<file path="config.mk">
export PLATFORM = sky130hd
export DESIGN_NAME = lcd_read
export DESIGN_NICKNAME = d
export VERILOG_FILES = /design/src/rtl/lcd_pkg.sv /design/src/rtl/lcd_spi_clkgen.sv /design/src/rtl/lcd_read.sv
export SDC_FILE = /design/constraint.sdc
export NUM_CORES = 1
export LEC_CHECK = 0
export CAP_MARGIN = 20
export CORE_AREA = 2 2 111 59
export CTS_CLUSTER_DIAMETER = 60
export DETAILED_ROUTE_END_ITERATION = 10
export DIE_AREA = 0 0 113 61
export HOLD_SLACK_MARGIN = 0.1
export PLACE_DENSITY = 0.82
export SYNTH_ARGS = -nofsm -noshare
export SYNTH_HDL_FRONTEND = slang
export SYNTH_HIERARCHICAL = 1
export SYNTH_SLANG_ARGS = --single-unit
</file>
<file path="constraint.sdc">
create_clock -name sys_clk -period 2.5 [get_ports sys_clk]
set_clock_uncertainty 0.1 [all_clocks]
set_input_delay 0.5 -clock sys_clk [delete_from_list [all_inputs] [get_ports sys_clk]]
set_output_delay 0.5 -clock sys_clk [all_outputs]
set_load 0.1 [all_outputs]
</file>
<file path="src/rtl/lcd_pkg.sv">
// Shared types and constants for the LCD SPI read path.
// Build option: LCD_READ_DUMMY_CLK_EN adds a DUMMY bit cell.
package lcd_pkg;

  localparam int RD_LEN_W = 3;

  localparam logic [7:0] LCD_CMD_RDDID = 8'h04;
  localparam logic [7:0] LCD_CMD_RDDST = 8'h09;

  typedef enum logic [2:0] {
    ST_IDLE     = 3'd0,
    ST_CS_SETUP = 3'd1,
    ST_CMD      = 3'd2,
`ifdef LCD_READ_DUMMY_CLK_EN
    ST_DUMMY    = 3'd3,
`endif
    ST_READ     = 3'd4,
    ST_CS_HOLD  = 3'd5,
    ST_DONE     = 3'd6
  } rd_state_e;

  // A zero length still reads one byte; long requests saturate.
  function automatic logic [RD_LEN_W-1:0] clamp_len(
    input logic [RD_LEN_W-1:0] len,
    input int unsigned         max_bytes
  );
    logic [RD_LEN_W-1:0] r;
    r = len;
    if (len == '0)
      r = RD_LEN_W'(1);
    else if (32'(len) > max_bytes)
      r = RD_LEN_W'(max_bytes);
    return r;
  endfunction

endpackage

</file>
<file path="src/rtl/lcd_spi_clkgen.sv">
// Mode-0 SPI clock generator: half-period counter with sclk toggle.
// Ticks mark the sys_clk edge where sclk rises or falls.
module lcd_spi_clkgen #(
  parameter int CLK_DIV = 2
) (
  input  logic clk,
  input  logic rst_n,
  input  logic en,
  output logic sclk,
  output logic fall_tick,
  output logic rise_tick
);

  localparam int CW = (CLK_DIV > 1) ? $clog2(CLK_DIV) : 1;

  logic [CW-1:0] cnt;
  logic          half_done;

  assign half_done = en && (cnt == CW'(CLK_DIV - 1));
  assign rise_tick = half_done && !sclk;
  assign fall_tick = half_done && sclk;

  always_ff @(posedge clk or negedge rst_n) begin
    if (!rst_n) begin
      cnt  <= '0;
      sclk <= 1'b0;
    end else if (!en) begin
      cnt  <= '0;
      sclk <= 1'b0;
    end else if (half_done) begin
      cnt  <= '0;
      sclk <= ~sclk;
    end else begin
      cnt <= cnt + CW'(1);
    end
  end

endmodule

</file>
<file path="src/rtl/lcd_read.sv">
// LCD register-read engine: command byte out, 1..MAX_BYTES bytes in.
// Build option: LCD_READ_DUMMY_CLK_EN inserts one dummy clock before data.
module lcd_read
  import lcd_pkg::*;
#(
  parameter int CLK_DIV   = 2,
  parameter int MAX_BYTES = 4
) (
  input  logic                   sys_clk,
  input  logic                   sys_rst_n,
  input  logic                   start,
  input  logic [7:0]             cmd,
  input  logic [RD_LEN_W-1:0]    rd_len,
  output logic                   busy,
  output logic                   rd_valid,
  output logic [8*MAX_BYTES-1:0] rd_data,
  output logic                   cs,
  output logic                   dc,
  output logic                   sclk,
  output logic                   mosi,
  input  logic                   miso
);

  localparam int DW = 8 * MAX_BYTES;
  localparam int BW = $clog2(DW + 1);
  localparam int CW = (CLK_DIV > 1) ? $clog2(CLK_DIV) : 1;

  rd_state_e           state;
  rd_state_e           state_nxt;
  logic [7:0]          tx_q;
  logic [RD_LEN_W-1:0] len_q;
  logic [BW-1:0]       bit_cnt;
  logic [BW-1:0]       last_bit;
  logic [CW-1:0]       wait_cnt;
  logic                wait_done;
  logic                cell_en;
  logic                cell_last;
  logic                fall_tick;
  logic                rise_tick;
  logic                accept;

  assign accept    = (state == ST_IDLE) && start;
  assign last_bit  = BW'({len_q, 3'b000}) - BW'(1);
  assign wait_done = (wait_cnt == CW'(CLK_DIV - 1));

  lcd_spi_clkgen #(
    .CLK_DIV (CLK_DIV)
  ) u_clkgen (
    .clk       (sys_clk),
    .rst_n     (sys_rst_n),
    .en        (cell_en),
    .sclk      (sclk),
    .fall_tick (fall_tick),
    .rise_tick (rise_tick)
  );

  always_ff @(posedge sys_clk or negedge sys_rst_n) begin
    if (!sys_rst_n)
      state <= ST_IDLE;
    else
      state <= state_nxt;
  end

  always_comb begin
    cell_last = 1'b1;
    unique case (state)
      ST_CMD:  cell_last = (bit_cnt == BW'(7));
      ST_READ: cell_last = (bit_cnt == last_bit);
      default: cell_last = 1'b1;
    endcase
  end

  always_comb begin
    state_nxt = state;
    unique case (state)
      ST_IDLE:
        if (start) state_nxt = ST_CS_SETUP;
      ST_CS_SETUP:
        if (wait_done) state_nxt = ST_CMD;
      ST_CMD:
        if (fall_tick && cell_last)
`ifdef LCD_READ_DUMMY_CLK_EN
          state_nxt = ST_DUMMY;
`else
          state_nxt = ST_READ;
`endif
`ifdef LCD_READ_DUMMY_CLK_EN
      ST_DUMMY:
        if (fall_tick) state_nxt = ST_READ;
`endif
      ST_READ:
        if (fall_tick && cell_last) state_nxt = ST_CS_HOLD;
      ST_CS_HOLD:
        if (wait_done) state_nxt = ST_DONE;
      ST_DONE:
        state_nxt = ST_IDLE;
      default:
        state_nxt = ST_IDLE;
    endcase
  end

  always_comb begin
    cs       = 1'b0;
    dc       = 1'b1;
    mosi     = 1'b0;
    busy     = 1'b1;
    rd_valid = 1'b0;
    cell_en  = 1'b0;
    unique case (state)
      ST_IDLE: begin
        cs   = 1'b1;
        busy = 1'b0;
      end
      ST_CS_SETUP: dc = 1'b0;
      ST_CMD: begin
        dc      = 1'b0;
        mosi    = tx_q[7];
        cell_en = 1'b1;
      end
`ifdef LCD_READ_DUMMY_CLK_EN
      ST_DUMMY: cell_en = 1'b1;
`endif
      ST_READ:    cell_en = 1'b1;
      ST_CS_HOLD: cell_en = 1'b0;
      ST_DONE: begin
        cs       = 1'b1;
        rd_valid = 1'b1;
      end
      default: begin
        cs   = 1'b1;
        busy = 1'b0;
      end
    endcase
  end

  // mosi advances at the end of each cell so the next bit is set up while sclk is low.
  always_ff @(posedge sys_clk or negedge sys_rst_n) begin
    if (!sys_rst_n) begin
      tx_q     <= '0;
      len_q    <= RD_LEN_W'(1);
      bit_cnt  <= '0;
      wait_cnt <= '0;
      rd_data  <= '0;
    end else begin
      if (accept) begin
        tx_q    <= cmd;
        len_q   <= clamp_len(rd_len, MAX_BYTES);
        rd_data <= '0;
      end else begin
        if (state == ST_CMD && fall_tick)
          tx_q <= {tx_q[6:0], 1'b0};
        if (state == ST_READ && rise_tick)
          rd_data <= {rd_data[DW-2:0], miso};
      end

      if ((state == ST_CS_SETUP || state == ST_CS_HOLD) && !wait_done)
        wait_cnt <= wait_cnt + CW'(1);
      else
        wait_cnt <= '0;

      if (accept)
        bit_cnt <= '0;
      else if (fall_tick)
        bit_cnt <= cell_last ? '0 : bit_cnt + BW'(1);
    end
  end

endmodule

</file>
==> results by group <==
Worst setup path
  – Worst EP required: ~1.9 ns
  – Crit path launch type: flip-flop
  – Crit path max fanout: 16
  – Crit-path cells: buf_4 > nor2_1 > xor2_1 > buf_12
  – Crit path DAT: about 1.6 ns
  – Crit path capture type: primary output
  – Critical-path top delay cell: dfrtp_1
  – WP buf/inv: 2
  – Crit path max-delay family: buffers and inverters
  – Slowest stage delay, CP: between 0.3 and 0.4 ns
  – Setup CP Type: reg -> out

Power and ir drop
  – Flop pwr share: 0.347
  – P_leak: 1.57 nW
  – Pint: ~0.0019 W
  – Comb pwr share: 0.431
  – Peak supply drop: between 0.0006 and 0.0007 V
  – Switching power: 0.00126 W
  – Clock share of power: 0.222
  – Switching Share: 0.402
  – Pwr Density: just over 900 nW/um^2

Drt
  – Final WL: between 5 and 6 mm
  – Post-DRT Antenna Nets: 0
  – Routed wire per std cell: between 10 and 15 um
  – 1st-iter DRT viols: 111
  – DR DRC count: 2
  – Via Count: between 2000 and 2500
  – First drt pass iteration count: 7
  – Vias/cell: 5.10

Floorplan
  – DIE AREA: ~7000 um^2
  – Initial Util: 0.450
  – Site Rows: 20
  – Die Wd: around 110 um
  – # IOs: 53
  – Core Footprint: 5910 um^2
  – Die Height: slightly above 60 um

STA
  – Final critical-path required period: around 2.2 ns
  – Fin Hold WS: about 0.11 ns
  – Fmax: 0.449 GHz
  – Endpoints failing setup: 0
  – Final worst path period share: 0.891
  – Slew @ Worst Pin: 0.585 ns
  – Setup TNS: 0 ns
  – RSZ-0062 raised after global routing: false
  – Final Hold Violating Endpoints: 0
  – Final Max Slew Viols: 0
  – Max-slew headroom: 0.610

Yosys
  – Adder-Cell Fraction of Synth Area: 0.00943
  – Syn Area/Cell: between 9 and 10 um^2
  – Largest family of logic cells by synthesized area: simple AND/OR/NAND/NOR gates
  – Multiplexer share of the synthesized area: 0.00754
  – EDFF count, synth: 0
  – Syn. warnings: 6
  – Cell count after synthesis: 287
  – Compound-gate portion of the synthesized area: 0.155
  – XOR/XNOR Fraction of Synth Area: 0.0231
  – Predominant post-synthesis flop cell: dfrtp_1
  – Post-synthesis register bit count: 55
  – Syn Std Cell Area: about 2700 um^2
  – Asr flop ratio synth: 1.00
  – Register area share after synthesis: 0.519
  – Synth cell types: 52
  – Simple-Gate Fraction of Synth Area: 0.238
  – Syn_nets: 304

Clock network
  – Clock Tree Buf Depth: 2
  – CTS Hold Bufs: 0
  – Worst-path clk slew: around 0.070 ns
  – Post-cts resize count: 0
  – Clock sinks: 55
  – Root buf cell: clkbuf_16
  – CTS H-tree depth: 2
  – Clock Latency Late Sink: ~0.30 ns
  – CTS tree: done
  – Setup bufs post-CTS: 0
  – CTS buffer count: 5

Final layout
  – Layout cells sized above 1: 0.220
  – Final cell count without fillers: between 400 and 500
  – Sequential Area: 1380 um^2
  – Commonest non-fill, non-tap cell in the layout: nand2_1
  – Fillers: 537
  – P&R area growth vs syn: 26.7%
  – Multi-input gate area: 1150 um^2
  – Post-route cell area: 3360 um^2
  – Most frequent cells in the layout: nand2_1, dfrtp_1, buf_4
  – Diode count: 0
  – Nets: approximately 350

Job
  – # Max-Cap Violations: 0

Placement
  – GPL Wtd Cong: between 0.8 and 0.9
  – Placed cell area: between 3000 and 4000 um^2
  – DP Cell Count: between 400 and 500
  – IO Port Bufs: 52
  – Hpwl dp: between 4 and 5 mm

Global route
  – Vias in the first global route: 1951
  – Grt met1 use: 0.263
  – Grt met2 use: 0.268
  – Global routing's busiest layer: met2
  – GRT overflow: 0
  – Largest net degree at the start of global routing: between 50 and 60
  – Initial antenna violation count: 0
  – Global-route wire length before repair: 9.58 mm
  – Total track usage: 0.183
  – M3 GR Usage: 0.0559

Worst hold path
  – Min-delay worst type: in -> async

Status
  – Failing checks: DRC
  – Status: finished, violations left
[cells in the mapped netlist, types with 3 or more instances]
cell / n / area (um^2)
nand2_1: 88 / 330
dfrtp_1: 54 / 1350
o21ai_1: 28 / 140
buf_2: 11 / 55.1
nor2_1: 11 / 41.3
o21ai_0: 8 / 40.0
a31oi_1: 7 / 43.8
clkbuf_1: 6 / 22.5
xor2_1: 6 / 52.6
inv_1: 5 / 18.8
a21oi_1: 4 / 20.0
and3_1: 4 / 25.0
and2_1: 3 / 18.8
nand2b_1: 3 / 18.8
o2111ai_1: 3 / 26.3
[final timing paths]
path,start,to,slack (ns),depth (start not counted)
min,sys_rst_n,rd_data[11]$_DFFE_PN0P_,0.11,1
min in group sys_clk,wait_cnt$_DFF_PN0_,wait_cnt$_DFF_PN0_,0.36,1
max in group asynchronous,sys_rst_n,tx_q[7]$_DFFE_PN0P_,1.53,2
max,state[0]$_DFFE_PN0P_,cs,0.27,4
min reg2reg,wait_cnt$_DFF_PN0_,wait_cnt$_DFF_PN0_,0.36,1
max reg2reg,state[1]$_DFFE_PN0P_,tx_q[4]$_DFFE_PN0P_,0.29,9
[final cells by class]
type,count,area share
multi-input combinational,206,0.342
clock inverter,1,0.00149
sequential,55,0.410
timing repair buffer,62,0.170
inverter,6,0.00670
clock buffer,7,0.0424
tap,77,0.0286
[through the flow]
stage          utilization  total power [W]  setup slack (ns)
3_5_place_dp         0.544          0.00245             0.225
6_report             0.569          0.00313             0.274
5_1_grt              0.569          0.00331            0.0843
4_1_cts              0.569          0.00316             0.267
3_3_place_gp         0.544          0.00243             0.274
2_1_floorplan            -          0.00205            -0.415
[per-layer routing]
layer / share of wire / vias up
li1: - / 1065
met1: 0.51 / 974
met2: 0.41 / 62
met3: 0.068 / 10
met4: 0.013 / 0
met5: 0 / -
[cell families after synthesis]
group / count (synthesis)
flip-flops: 55
AND/OR/NAND/NOR: 131
adder cells (fa/ha/maj): 2
XOR/XNOR: 7
buffers and inverters: 26
AO/OA/AOI/OAI: 64
multiplexers: 2
[power by group through the flow]
stage,sequential (W),combinational (W),clock (W)
floorplan,0.00109,0.000955,0
global placement,0.00110,0.00133,0
detailed placement,0.00110,0.00135,0
CTS,0.00109,0.00135,0.000717
global route,0.00111,0.00144,0.000763
finish,0.00109,0.00135,0.000697
[registers in the layout, indices dropped and copies added (netlist names)]
register and count:
bit_cnt 6, state 3, len_q 3, rd_data 32
u_clkgen/sclk 1, wait_cnt 1, tx_q 8, u_clkgen/cnt 1
Power figures use the tool's default switching activity.
